### src/rtl/ysyx_mem_arbiter.sv
// ysyx_mem_arbiter: one memory bus port shared by the IFU (read) and LSU (rd/wr).
// Ports: clk, rst_n (async, low); ifu_* / lsu_* requesters; mem_* bus bridge side.
module ysyx_mem_arbiter #(
  parameter int unsigned ADDR_W    = 32,
  parameter int unsigned DATA_W    = 32,
  parameter int unsigned TIMEOUT   = 255,
  parameter int unsigned LSU_BURST = 4
) (
  input  logic              clk,
  input  logic              rst_n,
  input  logic [ADDR_W-1:0] ifu_araddr,
  input  logic              ifu_arvalid,
  output logic [DATA_W-1:0] ifu_rdata,
  output logic              ifu_rvalid,
  output logic              ifu_err,
  input  logic [ADDR_W-1:0] lsu_araddr,
  input  logic              lsu_arvalid,
  input  logic [7:0]        lsu_rstrb,
  output logic [DATA_W-1:0] lsu_rdata,
  output logic              lsu_rvalid,
  input  logic [ADDR_W-1:0] lsu_awaddr,
  input  logic              lsu_awvalid,
  input  logic [DATA_W-1:0] lsu_wdata,
  input  logic [7:0]        lsu_wstrb,
  input  logic              lsu_wvalid,
  output logic              lsu_wready,
  output logic              lsu_err,
  output logic [ADDR_W-1:0] mem_araddr,
  output logic              mem_arvalid,
  output logic [7:0]        mem_rstrb,
  input  logic [DATA_W-1:0] mem_rdata,
  input  logic              mem_rvalid,
  output logic [ADDR_W-1:0] mem_awaddr,
  output logic              mem_awvalid,
  output logic [DATA_W-1:0] mem_wdata,
  output logic [7:0]        mem_wstrb,
  output logic              mem_wvalid,
  input  logic              mem_wready
);

  localparam int unsigned TW = $clog2(TIMEOUT + 2);
  localparam int unsigned SW = $clog2(LSU_BURST + 2);
  localparam logic [TW-1:0] TO_MAX = TW'(TIMEOUT);
  localparam logic [SW-1:0] SB_MAX = SW'(LSU_BURST);
  localparam logic TO_EN = (TIMEOUT != 0);

  typedef enum logic [1:0] {
    IDLE,
    IFU_RD,
    LSU_RD,
    LSU_WR
  } state_t;

  state_t        state;
  logic [TW-1:0] tcnt;
  logic [SW-1:0] scnt;

  logic wr_req;
  logic starve;
  logic g_ifu;
  logic g_wr;
  logic g_rd;

  assign wr_req = lsu_awvalid & lsu_wvalid;
  assign starve = ifu_arvalid & (scnt == SB_MAX);

  // One-hot grant: the starvation guard overrides the
  // fixed order write > read > ifetch.
  assign g_ifu = ifu_arvalid
               & (starve | ~(wr_req | lsu_arvalid));
  assign g_wr  = wr_req & ~g_ifu;
  assign g_rd  = lsu_arvalid & ~wr_req & ~g_ifu;

  logic is_ifu;
  logic is_lrd;
  logic is_lwr;
  logic busy;

  assign is_ifu = (state == IFU_RD);
  assign is_lrd = (state == LSU_RD);
  assign is_lwr = (state == LSU_WR);
  assign busy   = (state != IDLE);

  logic rd_hit;
  logic wr_hit;
  logic resp;
  logic expire;
  logic done;

  assign rd_hit = (is_ifu | is_lrd) & mem_rvalid;
  assign wr_hit = is_lwr & mem_wready;
  assign resp   = rd_hit | wr_hit;
  // tcnt holds the 1-based busy-cycle index, so the
  // forced error lands on busy cycle TIMEOUT; a real
  // response in that same cycle takes precedence.
  assign expire = TO_EN & busy
                & (tcnt == TO_MAX) & ~resp;
  assign done   = resp | expire;

  assign ifu_rvalid = is_ifu & done;
  assign ifu_err    = is_ifu & expire;
  assign ifu_rdata  = (is_ifu & mem_rvalid)
                    ? mem_rdata : '0;

  assign lsu_rvalid = is_lrd & done;
  assign lsu_wready = is_lwr & done;
  assign lsu_err    = (is_lrd | is_lwr) & expire;
  assign lsu_rdata  = (is_lrd & mem_rvalid)
                    ? mem_rdata : '0;

  always_ff @(posedge clk or negedge rst_n) begin
    if (!rst_n) begin
      state       <= IDLE;
      tcnt        <= '0;
      scnt        <= '0;
      mem_araddr  <= '0;
      mem_arvalid <= 1'b0;
      mem_rstrb   <= '0;
      mem_awaddr  <= '0;
      mem_awvalid <= 1'b0;
      mem_wdata   <= '0;
      mem_wstrb   <= '0;
      mem_wvalid  <= 1'b0;
    end else begin
      unique case (state)
        IDLE: begin
          tcnt <= TW'(1);
          if (!ifu_arvalid || g_ifu) begin
            scnt <= '0;
          end else if ((g_wr || g_rd) &&
                       scnt != SB_MAX) begin
            scnt <= scnt + SW'(1);
          end
          unique case (1'b1)
            g_ifu: begin
              state       <= IFU_RD;
              mem_araddr  <= ifu_araddr;
              mem_rstrb   <= 8'hf;
              mem_arvalid <= 1'b1;
            end
            g_wr: begin
              state       <= LSU_WR;
              mem_awaddr  <= lsu_awaddr;
              mem_wdata   <= lsu_wdata;
              mem_wstrb   <= lsu_wstrb;
              mem_awvalid <= 1'b1;
              mem_wvalid  <= 1'b1;
            end
            g_rd: begin
              state       <= LSU_RD;
              mem_araddr  <= lsu_araddr;
              mem_rstrb   <= lsu_rstrb;
              mem_arvalid <= 1'b1;
            end
            default: begin
              state <= IDLE;
            end
          endcase
        end
        default: begin
          if (done) begin
            state       <= IDLE;
            mem_arvalid <= 1'b0;
            mem_awvalid <= 1'b0;
            mem_wvalid  <= 1'b0;
          end else if (tcnt != TO_MAX) begin
            tcnt <= tcnt + TW'(1);
          end
        end
      endcase
    end
  end

endmodule

### config.mk
export PLATFORM = sky130hd
export DESIGN_NAME = ysyx_mem_arbiter
export DESIGN_NICKNAME = d
export VERILOG_FILES = /design/src/rtl/ysyx_mem_arbiter.sv
export SDC_FILE = /design/constraint.sdc
export NUM_CORES = 1
export LEC_CHECK = 0
export BUFFER_PORTS_ARGS = -buffer_cell sky130_fd_sc_hd__buf_2
export CORE_AREA = 10 10 134 136
export CTS_CLUSTER_SIZE = 40
export DETAILED_ROUTE_END_ITERATION = 10
export DIE_AREA = 0 0 144 146
export GPL_ROUTABILITY_DRIVEN = 0
export PLACE_DENSITY_LB_ADDON = 0.05
export SLEW_MARGIN = 40
export SYNTH_ARGS = -nofsm -noshare
export SYNTH_HDL_FRONTEND = slang
export SYNTH_SLANG_ARGS = --single-unit
### constraint.sdc
create_clock -name clk -period 2.87 [get_ports clk]
set_input_delay 0.861 -clock clk [delete_from_list [all_inputs] [get_ports clk]]
set_output_delay 0.861 -clock clk [all_outputs]
set_load 0.03 [all_outputs]
==> results of run 1 <==
-- routing by layer --
| metal | vias up | part of all wire, % | global-route usage (%) |
|---|---|---|---|
| met5 | - | 0 | 0 |
| met4 | 0 | 0.73 | 5.46 |
| met3 | 17 | 10 | 7.60 |
| met2 | 233 | 49 | 32.7 |
| met1 | 2499 | 40 | 23.3 |
| li1 | 2501 | - | - |
-- how the worst min path moves through the flow --
stage | cells after the start | endpoint
2_1_floorplan | 2 | tcnt[6]$_DFFE_PN0P_
3_3_place_gp | 2 | mem_rstrb[2]$_DFFE_PN0P_
3_5_place_dp | 2 | mem_araddr[5]$_DFFE_PN0P_
4_1_cts | 1 | mem_wstrb[0]$_DFFE_PN0P_
5_1_grt | 1 | mem_awaddr[11]$_DFFE_PN0P_
6_report | 1 | mem_awaddr[11]$_DFFE_PN0P_
-- sequential cells by signal, summed over array words and instances, names as in the netlist, 2 cells and up --
signal and cells:
mem_araddr 32, mem_awaddr 32, mem_wdata 32, tcnt 9
mem_rstrb 8, mem_wstrb 8, scnt 3, state 2
-- cells by family (layout without fill, tap and decap cells) --
group                      count (synthesis)  after routing  synth area share [%]
AOI/OAI and AO/OA                         58             58                  5.35
xor gates and xnor gates                   7              7                 0.982
other                                      0              3                     0
adders and majority gates                  8              8                  1.60
buffers and inverters                     43            420                  4.91
DFF                                      128            128                  51.3
muxes                                    106            106                  22.6
and+or+nand+nor                          156            156                  13.2
-- cell type report --
type	count	area [um2]
Sequential cell	128	3200
Timing Repair Buffer	382	2040
Inverter	7	26.3
Tap cell	192	240
Multi-Input combinational cell	335	2780
Antenna cell	3	7.51
Clock buffer	21	470
Fill cell	1330	6630
Clock inverter	10	87.6
-- worst max-delay path, delay by kind of cell, from the launching register on --
kind / cells / cell delay, ns
flip-flops: 1 / 0.39
adder cells (fa/ha/maj): 1 / 0.33
AO/OA/AOI/OAI: 1 / 0.32
buffers and inverters: 2 / 0.27
AND/OR/NAND/NOR: 2 / 0.20
-- placed cells by master (no fill, tap or decap), types with 3 or more instances in the layout --
| cell type | count |
|---|---|
| xnor2_1 | 6 |
| nor2b_1 | 3 |
| buf_4 | 14 |
| clkbuf_8 | 3 |
| dfrtp_1 | 128 |
| mux2_2 | 3 |
| nand2_1 | 52 |
| inv_1 | 7 |
| o21ai_1 | 3 |
| clkinvlp_4 | 5 |
| a21oi_1 | 3 |
| clkinv_2 | 4 |
| nor2_1 | 13 |
| buf_2 | 361 |
| nor4_1 | 4 |
| mux2_4 | 69 |
| mux2i_1 | 34 |
| diode_2 | 3 |
| and3_1 | 65 |
| ha_1 | 7 |
| clkbuf_16 | 17 |
| buf_12 | 6 |
| nand3_1 | 4 |
| o21ai_0 | 39 |
-- repair_timing --
item,4_1_cts,5_1_grt
gates cloned,0,0
pin swaps,0,1
setup buffers,0,1
setup endpoints to repair,4,5
endpoints found under the hold margin,0,0
hold buffers,0,0
resized for setup,5,10
-- report_power, final --
group / switching, mW / internal (mW) / total (mW)
logic: 3.49 / 1.96 / 5.45
registers: 0.459 / 2.67 / 3.13
clock network: 0.763 / 1.25 / 2.01
total: 4.72 / 5.87 / 10.6
-- stage by stage --
stage | setup slack [ns] | power, mW | util, % | std cells | setup TNS, ns
after global placement | 0.260 | 8.50 | 53.2 | 1043 | 0
after global routing | -0.0106 | 11.2 | 57.2 | 1077 | -0.0269
after CTS | 0.00360 | 10.7 | 56.9 | 1074 | 0
after detailed placement | 0.223 | 8.59 | 53.2 | 1043 | 0
after floorplan | 0.112 | 6.88 | - | 506 | 0
final | 0.0956 | 10.6 | 57.2 | 1078 | 0
==> results.cfg, run 1 <==
[placed_design]
io_buffers = 367
placed_area_um2 = 8230
place_hpwl_um = 17200

[route]
drt_iter0_markers = 283
dr.pass1.iters = 4
wl_um = 21400
wl_per_cell_um = 19.9
dr_total_vias = 5250
vias_per_cell = 4.87
drtAntennaViolNets = 0
drc = 0

[worst_setup_path]
cp.arrival_ns = 1.91
crit_end = ifu_rvalid
critPathLaunchType = flop
reg2reg_depth = 6
critical_path.slowest_cell = dfrtp_1
criticalPathCategory = reg -> out
slowest_delay_ns = 0.39
r2r_start = state[0]$_DFFE_PN0P_
cp.required_ns = 2.01
r2r_slack_ns = 0.68
worstSetupEndpointType = output pin
worstPathMaxFanout = 7
timing.critical_path.cells = inv_1 > ha_1 > a22o_2 > nor2_4 > nor2b_1 > clkbuf_4
r2r_end = mem_wdata[24]$_DFFE_PN0P_
crit_start = state[0]$_DFFE_PN0P_

[outcome]
outcome = finished, final reports clean

[cts]
cts.clk_slew.worst_paths_ns = 0.06
cts_htree_levels = 4
tritoncts = done
clock_latency_ns = 0.41
clock-sinks = 128
cts_root_buf = clkbuf_16
cts_buffer_depth = 2
cts_inserted_buffers = 17

[run]
maxCapViolCount = 0

[synth]
yosysWarnings = 0
yosysMostFrequentCell = dfrtp_1
synth_area_um2 = 6240
yosysSeqAreaShare_pct = 51.3
synth_top_area_share_pct = 51.3
ys_async_sr_fraction_pct = 100
synth_common_cells = dfrtp_1 (128), mux2_4 (69), and3_1 (65), nand2_1 (52), o21ai_0 (39)
synth.avg_cell_area_um2 = 12.3
synth_seq_cells = 128
ys_types = 41
yosysTopAreaCell = dfrtp_1
syn_nets = 698
synth_enable_flop_cells = 0
synthTopCellsByArea = dfrtp_1 (51%), mux2_4 (17%), and3_1 (6.5%)
syn-instance-count = 506
yosys_most_used_dff = dfrtp_1

[sta]
setup_viol = 0
drv_slew = 0
worst_clock_skew_ns = 0.00568
fin_crit_sh_pct = 96.7
finalCriticalPeriod_ns = 2.77
tightest_slew_ns = 0.578
clock.fmax_ghz = 0.360
whs_ns = 0.337
slew_headroom_pct = 61.5
hold_viol = 0

[grt]
grt_max_degree = 81
grt_pass1_vias = 5537
grt_usage_pct = 19.8
grt_overflow_total = 0
antenna_found_initial = 3
grt_pass1_wl_um = 32400

[die]
rows = 46
dieWidth_um = 144
die_y_um = 146
pin_count = 368
core_region_area_um2 = 15500
initial_core_util_pct = 40.3
die_area_um2 = 21000

[pwr]
leakagePower_nw = 5.00
irDropWorstVdd_v = 0.000494
power_density_nw_per_um2 = 1200

[cells_and_area]
syn_to_final_growth_pct = 41.9
finalInstanceArea_um2 = 8850
final_nets = 1063
layout-drive-gt1-share_pct = 56.3

[worst_hold_path]
min_path_type = in -> async
No activity file was read; power rests on OpenSTA's default activity.
==> run 2: changes to the inputs <==
--- a/config.mk
+++ b/config.mk
@@ -5,11 +5,12 @@
 export SDC_FILE = /design/constraint.sdc
 export NUM_CORES = 1
 export LEC_CHECK = 0
-export BUFFER_PORTS_ARGS = -buffer_cell sky130_fd_sc_hd__buf_2
-export CORE_AREA = 10 10 134 136
+export CORE_AREA = 10 10 135 137
+export CTS_CLUSTER_DIAMETER = 80
 export CTS_CLUSTER_SIZE = 40
 export DETAILED_ROUTE_END_ITERATION = 10
-export DIE_AREA = 0 0 144 146
+export DIE_AREA = 0 0 145 147
+export DONT_BUFFER_PORTS = 1
 export GPL_ROUTABILITY_DRIVEN = 0
 export PLACE_DENSITY_LB_ADDON = 0.05
 export SLEW_MARGIN = 40
==> constraint.sdc (replaced) <==
create_clock -name clk -period 2.87 [get_ports clk]
set_input_delay 0.861 -clock clk [delete_from_list [all_inputs] [get_ports clk]]
set_output_delay 0.861 -clock clk [all_outputs]
set_load 0.02 [all_outputs]
==> results.cfg, run 2 (synthesis gave the netlist of run 1 again) <==
[cts]
cts_htree_levels = 4
clock_latency_ns = 0.41
cts_inserted_buffers = 17
clock-sinks = 128
tritoncts = done
cts.clk_slew.worst_paths_ns = 0.06
cts_buffer_depth = 2
cts_root_buf = clkbuf_16

[placed_design]
dpl.cell_count = 699
place_hpwl_um = 14500
io_buffers = 0

[sta]
whs_ns = 0.139
setup_viol = 0
worst_clock_skew_ns = 0.00841
rsz0062_at_grt = yes
slew_headroom_pct = 61.6
tightest_slew_ns = 0.576
fin_crit_sh_pct = 96.0
hold_viol = 0
drv_slew = 0
clock.fmax_ghz = 0.363
finalCriticalPeriod_ns = 2.76

[pwr]
leakagePower_nw = 3.43
switching_share_pct = 41.3
seqPwrFrac_pct = 49.6
pwr-share-comb_pct = 25.6
clkPwrFrac_pct = 24.8
irDropWorstVdd_v = 0.000532
switchingPower_mw = 3.71
p_int_mw = 5.28
power_density_nw_per_um2 = 1280

[route]
routed.top_layer = met4
drc = 0
dr.pass1.iters = 4
wl_um = 18500
drtAntennaViolNets = 0
wirelength_met1_um = 7370
vias_per_cell = 5.30
wl_met3_um = 1920
dr_total_vias = 3883
wl_met2_um = 9030
drt_iter0_markers = 227
wl_per_cell_um = 25.2

[worst_setup_path]
worstSetupEndpointType = output pin
cp.arrival_ns = 1.89
criticalPathCategory = reg -> out
worstPathMaxFanout = 3
cp.required_ns = 2.01
critPathLaunchType = flop

[grt]
grt_overflow_total = 0
antenna_found_initial = 0
grt_pass1_vias = 4031
grt_pass1_wl_um = 27800
grt_max_degree = 129
grt_usage_pct = 16.7

[die]
pin_count = 368
die_y_um = 147
initial_core_util_pct = 40.0
die_area_um2 = 21300
core_region_area_um2 = 15600
rows = 46
dieWidth_um = 145

[worst_hold_path]
min_path_type = in -> async

[outcome]
outcome = finished, final reports clean

[run]
maxCapViolCount = 0

[cells_and_area]
fillCellCount = 1423
antennaDiodeCount = 0
final_cell_mix = dfrtp_1 (128), mux2_4 (69), and3_1 (65)
final_common_cell = dfrtp_1
syn_to_final_growth_pct = 12.6
final_nets = 695
top_regs = mem_araddr: 32 flops, mem_awaddr: 32 flops, mem_wdata: 32 flops
final_cell_count_no_fill = 732
layout-drive-gt1-share_pct = 25.0
run 2: worst paths after layout:
path	startpoint	slack [ns]	to	cells past startpoint
max in group asynchronous	rst_n	2.55	mem_araddr[16]$_DFFE_PN0P_	0
worst max-delay path	tcnt[0]$_DFFE_PN0P_	0.11	ifu_err	6
worst min-delay path	rst_n	0.14	mem_awaddr[13]$_DFFE_PN0P_	0
worst max register to register	state[1]$_DFFE_PN0P_	0.63	mem_wdata[24]$_DFFE_PN0P_	6
min in group clk	tcnt[7]$_DFFE_PN0P_	0.56	tcnt[7]$_DFFE_PN0P_	2
worst min register to register	tcnt[7]$_DFFE_PN0P_	0.56	tcnt[7]$_DFFE_PN0P_	2
run 2: power by group through the flow:
stage | sequential (mW) | combinational (mW) | clock (mW)
floorplan | 4.13 | 2.04 | 0
global route | 4.59 | 2.54 | 2.39
finish | 4.46 | 2.30 | 2.23
CTS | 4.50 | 2.31 | 2.29
detailed placement | 4.52 | 2.29 | 0
global placement | 4.54 | 2.24 | 0
run 2: cell type report:
cell class              count  area [um2]  area share (%)
multi-input cells         335        2760            39.3
inverters                   7        26.3           0.374
well taps                 216         270            3.85
clock inverters            14         181            2.58
flip-flops and latches    128        3200            45.6
repair buffers             14         143            2.03
clock buffers              18         439            6.25
run 2: critical path: stages, from the launching register on:
cell     delay, ns
dfrtp_1       0.39
ha_2          0.21
nand3_1       0.07
nor2_1        0.09
ha_1          0.18
nor2b_4       0.19
and3_1        0.34
run 2: through the flow:
step / TNS (ns) / total power, mW / util (%) / setup WS, ns / instance area, um2
after floorplan: 0 / 6.17 / - / 0.240 / 6240
after global placement: 0 / 6.78 / 40.9 / 0.393 / 6380
after detailed placement: 0 / 6.82 / 40.9 / 0.377 / 6380
after CTS: 0 / 9.10 / 44.9 / 0.0179 / 7000
after global routing: -0.0236 / 9.52 / 45.0 / -0.0196 / 7020
final: 0 / 8.99 / 45.0 / 0.114 / 7020
run 2: what timing repair did:
item                                    CTS  global route
gates resized for setup                   1             5
hold buffers                              0             0
pin swaps                                 0             0
setup buffers                             0             1
endpoints found under the setup margin    3             5
run 2: layer usage:
layer	track usage, %	vias up
met4	4.44	0
li1	-	1761
met2	26.8	217
met5	0	-
met3	8.63	13
met1	19.4	1892
==> run 3: changes to the inputs <==
--- a/config.mk
+++ b/config.mk
@@ -5,11 +5,10 @@
 export SDC_FILE = /design/constraint.sdc
 export NUM_CORES = 1
 export LEC_CHECK = 0
-export CORE_AREA = 10 10 135 137
+export CORE_AREA = 2 2 142 144
 export CTS_CLUSTER_DIAMETER = 80
-export CTS_CLUSTER_SIZE = 40
 export DETAILED_ROUTE_END_ITERATION = 10
-export DIE_AREA = 0 0 145 147
+export DIE_AREA = 0 0 144 146
 export DONT_BUFFER_PORTS = 1
 export GPL_ROUTABILITY_DRIVEN = 0
 export PLACE_DENSITY_LB_ADDON = 0.05
==> results.cfg, run 3 (synthesis gave the netlist of run 1 again) <==
[cells_and_area]
fillCellCount = 1867
antennaDiodeCount = 0
final_nets = 695
final_common_cell = dfrtp_1
top_regs = mem_araddr: 32 flops, mem_awaddr: 32 flops, mem_wdata: 32 flops
final_cell_count_no_fill = 781
syn_to_final_growth_pct = 14.0
final_cell_mix = dfrtp_1 (128), mux2_4 (69), and3_1 (64)
finalInstanceArea_um2 = 7120
layout-drive-gt1-share_pct = 25.4

[grt]
gr-max-usage-layer = met2
grt_use_met3_pct = 7.67
antenna_found_initial = 0
use_met1_pct = 17.6
grt_pass1_vias = 3832
grt_pass1_wl_um = 23000
use_met2_pct = 21.6
grt_max_degree = 129
grt_overflow_total = 0
grt_usage_pct = 14.4

[cts]
clock-sinks = 128
cts_buffer_depth = 2
cts_inserted_buffers = 17
cts_htree_levels = 4
cts.clk_slew.worst_paths_ns = 0.06
clock_latency_ns = 0.41
tritoncts = done
cts_root_buf = clkbuf_16

[worst_setup_path]
cp.arrival_ns = 1.89
r2r_start = state[0]$_DFFE_PN0P_
criticalPathCategory = reg -> out
cp.required_ns = 2.01
worstSetupEndpointType = output pin
crit_start = state[0]$_DFFE_PN0P_
critical_path.slowest_cell = dfrtp_1
crit_buf_inv = 2
worstPathMaxFanout = 7
critPathLaunchType = flop
timing.critical_path.cells = inv_1 > ha_1 > a22o_2 > nor3_1 > buf_4
slowest_delay_ns = 0.40
critical_path_depth = 5
reg2reg_depth = 6
path_delay_family = flip-flops

[placed_design]
placed_area_um2 = 6440
io_buffers = 0
place_hpwl_um = 11900
dpl.cell_count = 746

[die]
pin_count = 368
dieWidth_um = 144
initial_core_util_pct = 32.3
core_region_area_um2 = 19300
rows = 51
die_y_um = 146
die_area_um2 = 21000

[outcome]
outcome = finished, final reports clean

[sta]
tightest_slew_ns = 0.599
rsz0062_at_grt = yes
fin_crit_sh_pct = 95.9
setup_viol = 0
drv_slew = 0
hold_viol = 0
slew_headroom_pct = 60.0
worst_clock_skew_ns = 0.00842
clock.fmax_ghz = 0.363
finalCriticalPeriod_ns = 2.75

[pwr]
leakagePower_nw = 3.44
irDropWorstVdd_v = 0.000363
power_density_nw_per_um2 = 1260

[route]
dr_total_vias = 3875
wl_um = 16000
drc = 0
drt_iter0_markers = 188
drtAntennaViolNets = 0
vias_per_cell = 4.96
wl_per_cell_um = 20.5
dr.pass1.iters = 4

[worst_hold_path]
min_path_type = in -> async

[run]
maxCapViolCount = 0
## run 3: final timing paths
kind / to / slack, ns
worst min-delay path: mem_awaddr[16]$_DFFE_PN0P_ / 0.14
worst max-delay path: lsu_err / 0.12
min in group clk: tcnt[7]$_DFFE_PN0P_ / 0.55
worst min register to register: tcnt[7]$_DFFE_PN0P_ / 0.55
max in group asynchronous: state[0]$_DFFE_PN0P_ / 2.54
worst max register to register: mem_wdata[24]$_DFFE_PN0P_ / 0.53
## run 3: cell type report
class | instances | area (um2) | share of cell area [%]
Inverter | 7 | 26.3 | 0.369
Multi-Input combinational cell | 335 | 2770 | 38.9
Sequential cell | 128 | 3200 | 45.0
Timing Repair Buffer | 14 | 155 | 2.18
Tap cell | 265 | 332 | 4.66
Clock buffer | 20 | 447 | 6.28
Clock inverter | 12 | 184 | 2.58
## run 3: repair_timing
action | CTS | global route
setup endpoints to repair | 4 | 5
endpoints found under the hold margin | 0 | 0
hold buffers | 0 | 0
gates resized for setup | 6 | 4
buffers inserted | 0 | 3
pin swaps | 0 | 0
## run 3: worst reg2reg max path, delay by kind of cell, from the launching register on
kind                       cells  cell delay, ns
DFF                            1            0.42
muxes                          1            0.37
buffers and inverters          3            0.70
and+or+nand+nor                1            0.40
adders and majority gates      1            0.34
## run 3: per-stage QoR
step / power, mW / utilization, % / setup WS [ns] / hold WS, ns / setup TNS [ns]
floorplan: 6.17 / - / 0.240 / 0.511 / 0
global placement: 6.69 / 33.3 / 0.392 / 0.538 / 0
detailed placement: 6.71 / 33.3 / 0.363 / 0.545 / 0
CTS: 9.08 / 36.6 / 0.0489 / 0.111 / 0
global route: 9.52 / 36.8 / -0.0210 / 0.107 / -0.0210
finish: 8.99 / 36.8 / 0.116 / 0.141 / 0
## run 3: power breakdown
| group | switching [mW] | leakage [nW] | internal (mW) |
|---|---|---|---|
| Combinational | 1.08 | 1.57 | 1.23 |
| Clock | 0.817 | 0.301 | 1.48 |
| Sequential | 1.72 | 1.56 | 2.66 |
| Total | 3.62 | 3.44 | 5.37 |
## run 3: per-layer routing
metal  up-vias  share of wire (%)
met5         -                  0
li1       1764                  -
met1      1868                 40
met4         0                1.9
met3        26                 12
met2       217                 46
